## config.mk

```make
export PLATFORM = sky130hd
export DESIGN_NAME = primitive_device_ctrl
export DESIGN_NICKNAME = d
export VERILOG_FILES = /design/src/rtl/primitive_device_ctrl.sv
export SDC_FILE = /design/constraint.sdc
export NUM_CORES = 1
export LEC_CHECK = 0
export CELL_PAD_IN_SITES_DETAIL_PLACEMENT = 0
export CELL_PAD_IN_SITES_GLOBAL_PLACEMENT = 1
export CORE_ASPECT_RATIO = 1.2
export CORE_MARGIN = 4
export CORE_UTILIZATION = 46
export CTS_BUF_LIST = sky130_fd_sc_hd__clkbuf_8
export DETAILED_ROUTE_END_ITERATION = 8
export PLACE_DENSITY_LB_ADDON = 0.15
export SKIP_CTS_REPAIR_TIMING = 1
export SYNTH_ARGS = -nofsm -noshare
export SYNTH_HDL_FRONTEND = slang
export SYNTH_SLANG_ARGS = --single-unit
```

## constraint.sdc

```tcl
create_clock -name clk_i -period 3.75 [get_ports clk_i]
set_input_delay 0.75 -clock clk_i [delete_from_list [all_inputs] [get_ports clk_i]]
set_output_delay 0.75 -clock clk_i [all_outputs]
set_load 0.1 [all_outputs]
```

## src/rtl/primitive_device_ctrl.sv

```systemverilog
// Run/step sequencer for the single-cycle primitive device.
// Turns a bouncing step button and a run switch into one-cycle device enables, holds the
// device in reset while clearing, halts on done or on an instruction limit and counts enables.
module primitive_device_ctrl #(
  parameter int unsigned DEBOUNCE_CYCLES = 16,
  parameter int unsigned RUN_DIV         = 4,
  parameter int unsigned CNT_W           = 16,
  parameter int unsigned MAX_INSTR       = 0
) (
  input  logic             clk_i,
  input  logic             rst_ni,
  input  logic             step_btn_i,
  input  logic             run_sw_i,
  input  logic             clear_i,
  input  logic             done_i,
  output logic             en_o,
  output logic             dev_rst_o,
  output logic             halted_o,
  output logic [CNT_W-1:0] instr_cnt_o,
  output logic [2:0]       state_o
);

  localparam int unsigned DbW  = (DEBOUNCE_CYCLES > 1) ? $clog2(DEBOUNCE_CYCLES) : 1;
  localparam int unsigned DivW = (RUN_DIV > 1) ? $clog2(RUN_DIV) : 1;
  localparam logic [DbW-1:0]  DbLast  = DbW'(DEBOUNCE_CYCLES - 1);
  localparam logic [DivW-1:0] DivLast = DivW'(RUN_DIV - 1);
  // A limit the saturating counter can never reach is treated as no limit at all.
  localparam bit LimitEn = (MAX_INSTR != 0) && (64'(MAX_INSTR) < (64'd1 << CNT_W));
  localparam logic [CNT_W-1:0] LimitLast = CNT_W'(MAX_INSTR - 1);

  typedef enum logic [2:0] {
    StClr  = 3'd0,
    StIdle = 3'd1,
    StStep = 3'd2,
    StRun  = 3'd3,
    StHalt = 3'd4
  } state_e;

  // Synchronizer bit order: {clear, run, step}
  logic [2:0] sync1_q, sync2_q;
  logic       step_sync, run_sync, clear_sync;

  logic [DbW-1:0] db_cnt_q, db_cnt_d;
  logic           deb_q, deb_d;
  logic           deb_prev_q;
  logic           step_pulse_q;

  state_e          state_q, state_d;
  logic            clr_cnt_q, clr_cnt_d;
  logic [DivW-1:0] div_q, div_d;
  logic [CNT_W-1:0] cnt_q, cnt_d;

  logic             en_cycle;
  logic             limit_hit;
  logic [CNT_W-1:0] cnt_inc;

  assign step_sync  = sync2_q[0];
  assign run_sync   = sync2_q[1];
  assign clear_sync = sync2_q[2];

  // Two-flop synchronizers for the asynchronous board inputs
  always_ff @(posedge clk_i or negedge rst_ni) begin
    if (!rst_ni) begin
      sync1_q <= '0;
      sync2_q <= '0;
    end else begin
      sync1_q <= {clear_i, run_sw_i, step_btn_i};
      sync2_q <= sync1_q;
    end
  end

  // Debounce: the level only follows the input after DEBOUNCE_CYCLES disagreeing samples
  always_comb begin
    db_cnt_d = '0;
    deb_d    = deb_q;
    if (step_sync != deb_q) begin
      if (db_cnt_q == DbLast) begin
        deb_d = step_sync;
      end else begin
        db_cnt_d = db_cnt_q + 1'b1;
      end
    end
  end

  // Debounce state and registered rising-edge pulse of the clean step level
  always_ff @(posedge clk_i or negedge rst_ni) begin
    if (!rst_ni) begin
      db_cnt_q     <= '0;
      deb_q        <= 1'b0;
      deb_prev_q   <= 1'b0;
      step_pulse_q <= 1'b0;
    end else begin
      db_cnt_q     <= db_cnt_d;
      deb_q        <= deb_d;
      deb_prev_q   <= deb_q;
      step_pulse_q <= deb_q & ~deb_prev_q;
    end
  end

  assign en_cycle  = (state_q == StRun) && (div_q == DivLast);
  assign limit_hit = LimitEn && (cnt_q == LimitLast);
  assign cnt_inc   = (cnt_q == '1) ? cnt_q : cnt_q + 1'b1;

  // Next-state logic; clear outranks done/limit, which outranks run, which outranks step
  always_comb begin
    state_d   = state_q;
    clr_cnt_d = clr_cnt_q;
    div_d     = div_q;
    cnt_d     = cnt_q;
    if (clear_sync && (state_q != StClr)) begin
      state_d   = StClr;
      clr_cnt_d = 1'b0;
    end else begin
      case (state_q)
        StClr: begin
          cnt_d = '0;
          div_d = '0;
          if (!clr_cnt_q) begin
            clr_cnt_d = 1'b1;
          end else if (!clear_sync) begin
            state_d = StIdle;
          end
        end
        StIdle: begin
          if (run_sync) begin
            state_d = StRun;
            div_d   = '0;
          end else if (step_pulse_q) begin
            state_d = StStep;
          end
        end
        StStep: begin
          cnt_d   = cnt_inc;
          state_d = (done_i || limit_hit) ? StHalt : StIdle;
        end
        StRun: begin
          if (en_cycle) begin
            cnt_d = cnt_inc;
            div_d = '0;
          end else begin
            div_d = div_q + 1'b1;
          end
          if (en_cycle && (done_i || limit_hit)) begin
            state_d = StHalt;
          end else if (!run_sync) begin
            state_d = StIdle;
            div_d   = '0;
          end
        end
        StHalt: begin
          state_d = StHalt;
        end
        default: begin
          state_d = StClr;
        end
      endcase
    end
  end

  // Sequencer state register
  always_ff @(posedge clk_i or negedge rst_ni) begin
    if (!rst_ni) begin
      state_q   <= StClr;
      clr_cnt_q <= 1'b0;
      div_q     <= '0;
      cnt_q     <= '0;
    end else begin
      state_q   <= state_d;
      clr_cnt_q <= clr_cnt_d;
      div_q     <= div_d;
      cnt_q     <= cnt_d;
    end
  end

  assign en_o        = (state_q == StStep) | en_cycle;
  assign dev_rst_o   = (state_q == StClr);
  assign halted_o    = (state_q == StHalt);
  assign instr_cnt_o = cnt_q;
  assign state_o     = state_q;

endmodule
```

After elaboration in Yosys (flattened, before gate mapping)
Cells that the tools add are included.
W data, S select, Z words.
Word-level totals
  output and inout bits: 22
  input port bits: 6
  logic and storage cells: 64
  register bits after elaboration: 35
Cells by class
  reduce and logical (&&, ||, !) cells: 12
  bitwise logic cells: 4
  add/sub/neg operators: 3
  equal/unequal tests: 14
  multiplexer cells: 21
Operators with widths (number)
  $pmux W16 S3: 1
  $mux W16: 2
  $mux W3: 8
  $add A16 B1 Y16 const B: 1
  $eq A16 B16 Y1 const B: 1
  $pmux W3 S5: 1
  $reduce_bool A3 Y1: 3
  $mux W2: 4
  $mux W4: 2
  $eq A3 B2 Y1 const B: 2
  $pmux W2 S3: 1
  $reduce_and A3 Y1: 2
  $add A4 B1 Y4 const B: 1
  $eq A4 B4 Y1 const B: 1
  $ne A2 B2 Y1 const B: 2
  $ne A4 B2 Y1 const B: 1
  $ne A4 B4 Y1 const B: 1
  $reduce_and A4 Y1: 1
  $eq A3 B1 Y1 const B: 1
  $eq A3 B3 Y1 const B: 1
  $logic_and A1 B1 Y1: 3
  $logic_not A3 Y1: 1
  $ne A3 B1 Y1 const B: 1
  $ne A3 B2 Y1 const B: 1
  9 further kinds: 11

Longest topological paths before layout
  depth in word-level cells: 6
  mapped depth: 5

Least setup slack after synthesis
No wires, ideal clock.
  path kind: reg-to-output
  from: reg state_q[1] (netlist: state_o[1])
  to: out en_o
  path buffers: 1
  slack: 555 ps
  stages on the path, launching flop included: 4
  required time: 3000 ps
  data arrival time: 2445 ps
  cell sequence: dfrtp_1 -> buf_2 -> nor2b_1 -> and2_1
On the way
  word-level cells in the longest chain between the ends: 3
  elaborated cells between the ends (all ways): 4
RTL lines
  start, declared: RTL line 48  | state_e state_q, state_d;
  start signal, assigned: RTL line 163  | state_q <= StClr;
  start signal, assigned: RTL line 168  | state_q <= state_d;
  $eq A3 B2 Y1: RTL line 100  | assign en_cycle = (state_q == StRun) && (div_q == DivLast);
  $logic_and A1 B1 Y1: RTL line 100
  $or A1 B1 Y1 (*): RTL line 175  | assign en_o = (state_q == StStep) | en_cycle;
  end, declared: RTL line 16  | output logic en_o,
Mark *: on every way between the ends. The rest lies on a longest branch, timed or not.

Final worst setup path
  from: reg state_q[2] (netlist: state_o[2])
  to: out state_o[2]
RTL lines
  end, declared: RTL line 20  | output logic [2:0] state_o
No word-level cell between the ends.

==> impl_metrics.json <==
{
  "drive_gt1_frac": 0.143,
  "synth_cells": 177,
  "required_ns": 3.00,
  "p_clk_frac": 0.305,
  "fmax_mhz": 351,
  "via_per_inst": 5.79,
  "placed_area_um2": 2140,
  "pre_cts_slack_ns": 1.22,
  "synth-seq-cells": 35,
  "p_int_mw": 0.567,
  "grt_max_degree": 36,
  "cts_buffer_depth": 2,
  "ir_worst_vdd_mv": 0.309,
  "p_leak_nw": 0.895,
  "finalSetupViolCount": 0,
  "skew_ns": 0.00706,
  "synth_top_flop_cell": "dfrtp_1",
  "yosysTopAreaCell": "dfrtp_1",
  "first_pass_iters": 4,
  "clock-sinks": 35,
  "p_comb_frac": 0.211,
  "initial_core_util": 0.489,
  "rsz0062_at_grt": "false",
  "drt-total-wl_um": 4050,
  "cts_tree": "done",
  "clkTransAtPathRegs_ns": 0.07,
  "detailed_place_hpwl_um": 2950,
  "ys_seq_area_frac": 0.481,
  "grt_pass1_wl_um": 7040,
  "hp-class": "register to register",
  "use_met3": 0.0482,
  "worst_setup_path_start_kind": "register",
  "diodes": 0,
  "cap_violations": 0,
  "critPathMaxStageDelay_ns": 1.22,
  "tightest_slew_ns": 0.983,
  "antenna_found_initial": 0,
  "crit_slowest_cell": "clkdlybuf4s50_1",
  "grt_pass1_vias": 1480,
  "layout_common_cells": "dfrtp_1 (35), clkdlybuf4s50_1 (23), nor2_1 (12)",
  "hold_viol_final": 0,
  "switching_share": 0.334,
  "core_um2": 3720,
  "fp-row-count": 24,
  "finalWorstSetupSlack_ns": 0.899,
  "grt_use_met1": 0.227,
  "overflow": 0,
  "fin_crit_ns": 2.85,
  "finalPower_mw": 0.851,
  "grt_usage": 0.177,
  "drc": 0,
  "final_area_um2": 2220,
  "clk_latency_ns": 0.29,
  "yosysUniqueCellTypes": 55,
  "maxSlewHeadroom": 0.343,
  "arrival_ns": 2.10,
  "nets": 218,
  "fillers": 347,
  "power_density_nw_per_um2": 383,
  "dieWidth_um": 65.4,
  "portBuffers": 27,
  "ios": 28,
  "syn_to_final_growth_pct": 22.0,
  "synth_top_area_share": 0.481,
  "htree_num_levels": 2,
  "cp_max_fo": 13,
  "top_usage_layer": "met2",
  "run_status": "completed",
  "syn_area_um2": 1820,
  "slew_viol_final": 0,
  "die_area_um2": 5030,
  "drt_iter0_drc": 83,
  "synth_area_leaders": "dfrtp_1 (48%), a21oi_1 (2.5%), nand3_1 (2.5%)",
  "place_inst": 254,
  "fin_hold_ws_ns": 0.351,
  "synth-edff-count": 0,
  "stdcell_count": 262,
  "avgSynthCellArea_um2": 10.3,
  "die-height_um": 76.9,
  "p_sw_mw": 0.284,
  "cts_root_buffer": "clkbuf_8",
  "critical-path-top-delay-family": "buffers and inverters",
  "period_share": 0.760,
  "finalSetupTns_ns": 0,
  "path_buf_inv": 1,
  "fin_util": 0.596,
  "cts-buffers-inserted": 5,
  "wl_per_cell_um": 15.5,
  "place_congestion": 0.919,
  "grtUsageMet2": 0.291,
  "syn_nets": 186,
  "ant_nets": 0,
  "power_frac_seq": 0.484,
  "mostFrequentLayoutCell": "dfrtp_1",
  "yosys_warnings": 0,
  "vias": 1516,
  "worstPathCellList": "clkdlybuf4s50_1",
  "crit_type": "register to output pin",
  "synth_async_sr_flop_share": 1.00,
  "crit_path_end_kind": "output pin"
}
## power groups by stage
stage	sequential [mW]	clock (mW)	combinational, mW
after floorplan	0.445	0	0.103
after global placement	0.417	0	0.177
after detailed placement	0.419	0	0.181
after CTS	0.411	0.269	0.181
after global routing	0.414	0.283	0.192
final	0.412	0.259	0.180
## metal layers
metal,vias to the layer above,routed length (um)
met5,-,0
li1,739,-
met2,33,1990
met1,740,1840
met4,0,40
met3,4,180
## synth_stat cells, types with 2 or more instances
library cell and instances:
dfrtp_1 35, nor2_1 12, a21oi_1 9, nand2_1 9, nand3_1 9, o21ai_0 8
inv_1 7, nand4_1 7, mux2_2 4, nor3_1 4, o31ai_1 4, a211oi_1 3
a31oi_1 3, ha_1 3, nand2b_1 3, nor2b_1 3, nor3b_1 3, nor4_1 3
o211ai_1 3, and2_1 2, and3_1 2, and4_1 2, mux2i_1 2, nand3b_1 2
nand4b_1 2, or3_1 2, or3_2 2, xnor2_1 2
## registers in the layout, indices dropped and copies added (netlist names)
| name | count |
|---|---|
| db_cnt_q | 4 |
| state_o | 3 |
| deb_q | 1 |
| sync1_q | 3 |
| deb_prev_q | 1 |
| instr_cnt_o | 16 |
| sync2_q | 3 |
| step_pulse_q | 1 |
| clr_cnt_q | 1 |
| div_q | 2 |
## worst paths after layout
| check | start | end | slack (ns) | cells after the start |
|---|---|---|---|---|
| hold reg to reg | sync1_q[2] | sync2_q[2] | 0.35 | 0 |
| setup reg to reg | instr_cnt_o[0] | instr_cnt_o[9] | 1.80 | 5 |
| min in group asynchronous | rst_ni | instr_cnt_o[15] | 0.88 | 2 |
| setup / recovery | state_o[2] | state_o[2] | 0.90 | 1 |
| hold / removal | sync1_q[2] | sync2_q[2] | 0.35 | 0 |
| max in group asynchronous | rst_ni | db_cnt_q[3] | 2.56 | 2 |
## area by class of cell
class,instances,area (um2),area share
well taps,52,65.1,0.0293
inverters,8,30.0,0.0135
multi-input cells,131,897,0.404
flip-flops and latches,35,876,0.395
clock buffers,5,68.8,0.0310
clock inverters,3,15.0,0.00676
repair buffers,28,268,0.121
## logic make-up (layout without fill, tap and decap cells)
group	Yosys count	count (layout)	synth area share
buffers and inverters	11	44	0.0254
AND/OR/NAND/NOR	73	73	0.242
flip-flops	35	35	0.481
adder cells (fa/ha/maj)	3	3	0.0206
AO/OA/AOI/OAI	47	47	0.185
multiplexers	6	6	0.0358
XOR/XNOR	2	2	0.00963
No activity file was read; power rests on OpenSTA's default activity.
